`src/rtl/rggen_axi4lite_bridge.sv`:
```
// AXI4-Lite slave front end: buffers AW/W/AR in single-entry slots and serialises them
// into one-at-a-time native bus accesses, returning status/read data on B/R.
module rggen_axi4lite_bridge #(
  parameter int ADDRESS_WIDTH = 8,
  parameter int BUS_WIDTH     = 32,
  parameter int STROBE_WIDTH  = BUS_WIDTH / 8
) (
  input  logic                     i_clk,
  input  logic                     i_rst_n,
  input  logic                     i_awvalid,
  output logic                     o_awready,
  input  logic [ADDRESS_WIDTH-1:0] i_awaddr,
  input  logic                     i_wvalid,
  output logic                     o_wready,
  input  logic [BUS_WIDTH-1:0]     i_wdata,
  input  logic [STROBE_WIDTH-1:0]  i_wstrb,
  output logic                     o_bvalid,
  input  logic                     i_bready,
  output logic [1:0]               o_bresp,
  input  logic                     i_arvalid,
  output logic                     o_arready,
  input  logic [ADDRESS_WIDTH-1:0] i_araddr,
  output logic                     o_rvalid,
  input  logic                     i_rready,
  output logic [BUS_WIDTH-1:0]     o_rdata,
  output logic [1:0]               o_rresp,
  output logic                     o_bus_valid,
  output logic [1:0]               o_bus_access,
  output logic [ADDRESS_WIDTH-1:0] o_bus_address,
  output logic [BUS_WIDTH-1:0]     o_bus_write_data,
  output logic [STROBE_WIDTH-1:0]  o_bus_strobe,
  input  logic                     i_bus_ready,
  input  logic [1:0]               i_bus_status,
  input  logic [BUS_WIDTH-1:0]     i_bus_read_data
);

  localparam int LSB = $clog2(STROBE_WIDTH);
  localparam logic [ADDRESS_WIDTH-1:0] ALIGN_MASK = ~ADDRESS_WIDTH'((1 << LSB) - 1);

  function automatic logic [ADDRESS_WIDTH-1:0] align(input logic [ADDRESS_WIDTH-1:0] a);
    return a & ALIGN_MASK;
  endfunction

  typedef enum logic [1:0] {IDLE = 2'd0, WRITE = 2'd1, READ = 2'd2} state_t;

  state_t                   state;
  logic                     aw_full, w_full, ar_full;
  logic                     write_issued, read_issued;
  logic                     last_read;
  logic [ADDRESS_WIDTH-1:0] aw_addr, ar_addr;
  logic [BUS_WIDTH-1:0]     w_data;
  logic [STROBE_WIDTH-1:0]  w_strb;

  logic                     aw_hs, w_hs, ar_hs, b_hs, r_hs;
  logic                     wr_pend, rd_pend;
  logic [ADDRESS_WIDTH-1:0] wr_addr, rd_addr;
  logic [BUS_WIDTH-1:0]     wr_data;
  logic [STROBE_WIDTH-1:0]  wr_strb;

  assign o_awready = !aw_full;
  assign o_wready  = !w_full;
  assign o_arready = !ar_full;

  assign aw_hs = i_awvalid & o_awready;
  assign w_hs  = i_wvalid  & o_wready;
  assign ar_hs = i_arvalid & o_arready;
  assign b_hs  = o_bvalid  & i_bready;
  assign r_hs  = o_rvalid  & i_rready;

  // A slot being filled this cycle counts as pending so the registered request
  // appears in the following cycle; the slot contents bypass from the AXI inputs.
  assign wr_pend = (aw_full | aw_hs) & (w_full | w_hs) & !write_issued;
  assign rd_pend = (ar_full | ar_hs) & !read_issued;
  assign wr_addr = aw_full ? aw_addr : i_awaddr;
  assign wr_data = w_full  ? w_data  : i_wdata;
  assign wr_strb = w_full  ? w_strb  : i_wstrb;
  assign rd_addr = ar_full ? ar_addr : i_araddr;

  always_ff @(posedge i_clk or negedge i_rst_n) begin
    if (!i_rst_n) begin
      state            <= IDLE;
      aw_full          <= 1'b0;
      w_full           <= 1'b0;
      ar_full          <= 1'b0;
      write_issued     <= 1'b0;
      read_issued      <= 1'b0;
      last_read        <= 1'b0;
      aw_addr          <= '0;
      ar_addr          <= '0;
      w_data           <= '0;
      w_strb           <= '0;
      o_bvalid         <= 1'b0;
      o_bresp          <= 2'b00;
      o_rvalid         <= 1'b0;
      o_rresp          <= 2'b00;
      o_rdata          <= '0;
      o_bus_valid      <= 1'b0;
      o_bus_access     <= 2'b00;
      o_bus_address    <= '0;
      o_bus_write_data <= '0;
      o_bus_strobe     <= '0;
    end else begin
      if (aw_hs) begin
        aw_full <= 1'b1;
        aw_addr <= i_awaddr;
      end
      if (w_hs) begin
        w_full <= 1'b1;
        w_data <= i_wdata;
        w_strb <= i_wstrb;
      end
      if (ar_hs) begin
        ar_full <= 1'b1;
        ar_addr <= i_araddr;
      end
      if (b_hs) begin
        aw_full      <= 1'b0;
        w_full       <= 1'b0;
        write_issued <= 1'b0;
        o_bvalid     <= 1'b0;
      end
      if (r_hs) begin
        ar_full     <= 1'b0;
        read_issued <= 1'b0;
        o_rvalid    <= 1'b0;
      end

      case (state)
        IDLE: begin
          // On a tie, serve whichever kind was not served last.
          if (wr_pend && (!rd_pend || last_read)) begin
            state            <= WRITE;
            last_read        <= 1'b0;
            o_bus_valid      <= 1'b1;
            o_bus_access     <= 2'b01;
            o_bus_address    <= align(wr_addr);
            o_bus_write_data <= wr_data;
            o_bus_strobe     <= wr_strb;
          end else if (rd_pend) begin
            state            <= READ;
            last_read        <= 1'b1;
            o_bus_valid      <= 1'b1;
            o_bus_access     <= 2'b10;
            o_bus_address    <= align(rd_addr);
            o_bus_write_data <= '0;
            o_bus_strobe     <= '0;
          end
        end
        WRITE: begin
          if (i_bus_ready) begin
            state        <= IDLE;
            o_bus_valid  <= 1'b0;
            write_issued <= 1'b1;
            o_bvalid     <= 1'b1;
            o_bresp      <= i_bus_status;
          end
        end
        READ: begin
          if (i_bus_ready) begin
            state       <= IDLE;
            o_bus_valid <= 1'b0;
            read_issued <= 1'b1;
            o_rvalid    <= 1'b1;
            o_rresp     <= i_bus_status;
            o_rdata     <= i_bus_read_data;
          end
        end
        default: state <= IDLE;
      endcase
    end
  end

endmodule

```
`config.mk`:
```
export PLATFORM = sky130hd
export DESIGN_NAME = rggen_axi4lite_bridge
export DESIGN_NICKNAME = d
export VERILOG_FILES = /design/src/rtl/rggen_axi4lite_bridge.sv
export SDC_FILE = /design/constraint.sdc
export NUM_CORES = 1
export LEC_CHECK = 0
export BUFFER_PORTS_ARGS = -buffer_cell sky130_fd_sc_hd__buf_4
export CAP_MARGIN = 30
export CORE_UTILIZATION = 40
export CTS_BUF_LIST = sky130_fd_sc_hd__clkbuf_8 sky130_fd_sc_hd__clkbuf_16
export CTS_CLUSTER_DIAMETER = 60
export DETAILED_ROUTE_END_ITERATION = 8
export PLACE_DENSITY_LB_ADDON = 0.1
export SLEW_MARGIN = 20
export SYNTH_ARGS = -nofsm -noshare
export SYNTH_HDL_FRONTEND = slang
export SYNTH_SLANG_ARGS = --single-unit
```
`constraint.sdc`:
```
create_clock -name i_clk -period 1.6 [get_ports i_clk]
set_input_delay 0.24 -clock i_clk [delete_from_list [all_inputs] [get_ports i_clk]]
set_output_delay 0.24 -clock i_clk [all_outputs]
set_load 0.02 [all_outputs]
```
==> out/qor.csv <==
metric,value,unit
drc_violation_count_after_routing,0,
dpl.hpwl,8941,microns
worstSkewPairLatency,0.41,ns
post-place-ws,0.004330,ns
leakage_component_of_the_power,4.112,nW
maxCapViolations,0,
nets,728,
crit_arrival,1.82,ns
rows,43,
floorplan.initialDensity,41.74,%
grt_use_met2,30.10,%
clk_transition_reported_paths,0.05,ns
tritoncts,yes,
asyncSetResetFlopFracSynth,100.0,%
antenna-diode-count,0,
synthDistinctLibCells,32,
first_global_vias,4248,
groute.layer.met1.usage,21.54,%
io_pins,182,
mostFrequentLayoutCell,sky130_fd_sc_hd__buf_4,
setup_viol,0,
globalRoute.totalOverflow,0,
wire_per_inst,15.83,microns
place.detailed.instances,789,
die-width,123.3,microns
fmax,655.4,MHz
busiest_layer,met2,
drtAntennaViolNets,0,
top_reg_cell_synth,sky130_fd_sc_hd__dfrtp_1,
setup.worst_path.class,reg -> reg,
synth_seq_area_share,58.70,%
cp_data_required_time,1.89,ns
viasPerCell,4.889,
maximum_number_of_pins_on_one_net_before_global_route_repair,42,
globalRouteMet3Util,7.288,%
total_clock_buffers_created_by_cts,17,
postCtsSetupBuffers,0,
final.min_clock_period,1.526,ns
syn_area_per_cell,13.46,sq um
h_tree_levels,4,
power.density_cell_area,2092,mW/mm^2
design.core.area,0.01410,sq mm
grt_antenna_before_repair,0,
tritonroute_pass_1_iters,4,
hold_path.class,in -> reg,
globalplace.congestion,0.7110,
postSynthCellCount,437,
cts.root.buffer_cell,sky130_fd_sc_hd__clkbuf_16,
detailedRoute.firstIterationViolations,144,
ys.warnings.count,0,
cts-root-to-sink-buffers,2,
timing.critical_path.from_type,flop,
worst_ir_drop_vdd,0.001047,V
hold_viol,0,
flow.area_growth_from_synthesis,38.30,%
vias_post_dr,4019,
placement.io_buffers,175,
floorplan.die_area,0.01520,sq mm
finClkSkew,0.005612,ns
synth_edf_count,0,
syn_area,0.005883,sq mm
global_route_wire_length_before_repair,20730,microns
final_layout_size_suffix_gt1_share,54.21,%
layout.core_utilization,57.72,%
worst_slack,0.07426,ns
end_kind,flop,
wirelength_routed,13010,microns
finalCritPeriodShare,95.36,%
outcome,"finished, final reports clean",
crit_fanout,18,
grt_use_total,18.17,%
finish.cell_count_without_fillers,822,
rsz0062_at_grt,yes,
yosys_register_bits,138,
clkSinkCount,138,
layout_common_cells,"sky130_fd_sc_hd__buf_4 (187), sky130_fd_sc_hd__dfrtp_1 (137), sky130_fd_sc_hd__mux2_2 (90)",
drv_slew,0,
floorplan.die.height,123.3,microns
==> logic make-up after synthesis <==
kind of cell | share of synthesized area [%]
simple gates | 5.381
compound gates | 7.018
mux | 24.37
other cells | 0.06374
flops | 58.70
fa+ha+maj | 0.8507
buf+inv | 3.615
==> path summary, 6_finish.rpt <==
check | from | end | slack [ns] | cells past startpoint
min in group asynchronous | i_rst_n | o_bus_write_data[29] | 0.31 | 2
max in group asynchronous | i_rst_n | o_bvalid | 0.69 | 3
hold / removal | i_rready | o_rvalid | 0.03 | 2
setup reg to reg | state[0] | o_bus_write_data[25] | 0.07 | 7
setup / recovery | state[0] | o_bus_write_data[25] | 0.07 | 7
hold reg to reg | read_issued | read_issued | 0.47 | 2
==> per-layer routing <==
| layer | up-vias | wire [microns] |
|---|---|---|
| met2 | 123 | 6427 |
| met3 | 9 | 955 |
| met1 | 1984 | 5499 |
| li1 | 1903 | - |
| met5 | - | 0 |
| met4 | 0 | 132 |
==> worst max-delay path, stage by stage, from the launching register on <==
cell	delay, ns
sky130_fd_sc_hd__dfrtp_1	0.39
sky130_fd_sc_hd__inv_2	0.10
sky130_fd_sc_hd__ha_4	0.16
sky130_fd_sc_hd__nand2b_4	0.06
sky130_fd_sc_hd__o32a_4	0.36
sky130_fd_sc_hd__clkbuf_16	0.20
sky130_fd_sc_hd__nand2_1	0.09
sky130_fd_sc_hd__o21ai_2	0.05
==> cell type report <==
cell class | count | area, sq um
Clock buffer | 20 | 466.7
Sequential cell | 138 | 3455
Clock inverter | 11 | 105.1
Timing Repair Buffer | 197 | 1582
Tap cell | 180 | 225.2
Inverter | 9 | 33.78
Fill cell | 1170 | 5959
Multi-Input combinational cell | 267 | 2270
==> where the power goes <==
part | total (mW) | switching, mW | internal, mW
clock network | 3.75 | 1.37 | 2.38
registers | 5.87 | 0.807 | 5.06
logic | 7.40 | 3.77 | 3.64
==> sequential cells by signal, summed over array words and instances (netlist names) <==
| name | cells |
|---|---|
| ar_full | 1 |
| aw_addr | 6 |
| o_bus_address | 6 |
| o_bus_valid | 1 |
| aw_full | 1 |
| o_rdata | 32 |
| o_rvalid | 1 |
| ar_addr | 6 |
| w_strb | 4 |
| state | 2 |
| o_bresp | 2 |
| o_bus_access | 2 |
| read_issued | 1 |
| o_bvalid | 1 |
| w_full | 1 |
| write_issued | 1 |
| w_data | 32 |
| o_bus_write_data | 32 |
| o_rresp | 2 |
| o_bus_strobe | 4 |
==> cell usage after synthesis, types with 2 or more instances <==
cell type,number,area share (%)
sky130_fd_sc_hd__nand2_1,55,3.5
sky130_fd_sc_hd__o211ai_1,6,0.77
sky130_fd_sc_hd__inv_1,9,0.57
sky130_fd_sc_hd__buf_4,8,1.0
sky130_fd_sc_hd__buf_6,4,0.77
sky130_fd_sc_hd__ha_1,4,0.85
sky130_fd_sc_hd__o21ai_2,18,2.7
sky130_fd_sc_hd__buf_2,10,0.85
sky130_fd_sc_hd__o21ai_0,23,2.0
sky130_fd_sc_hd__nand3_1,6,0.51
sky130_fd_sc_hd__nand2_2,2,0.21
sky130_fd_sc_hd__nand2b_1,2,0.21
sky130_fd_sc_hd__nor2_1,2,0.13
sky130_fd_sc_hd__mux2_2,90,17
sky130_fd_sc_hd__mux2i_1,42,7.1
sky130_fd_sc_hd__a21oi_1,3,0.26
sky130_fd_sc_hd__dfrtp_1,138,59
==> per-stage QoR <==
step                      power, mW  hold slack, ns  instance area [sq um]  setup TNS (ns)
final                         17.02         0.02641                   8137               0
after global routing          18.09         0.01723                   8137        -0.01657
after CTS                     17.01        0.007697                   8080               0
after detailed placement      13.14          0.1866                   7488               0
after global placement        12.88          0.1811                   7488               0
after floorplan               10.52        -0.05559                   5897               0
==> repair_timing <==
| item | 4_1_cts | 5_1_grt |
|---|---|---|
| resized for setup | 1 | 7 |
| setup endpoints to repair | 1 | 44 |
| hold buffers | 1 | 0 |
| gates cloned | 0 | 1 |
| hold endpoints to repair | 36 | 0 |
(Power assumes the default switching activity.)
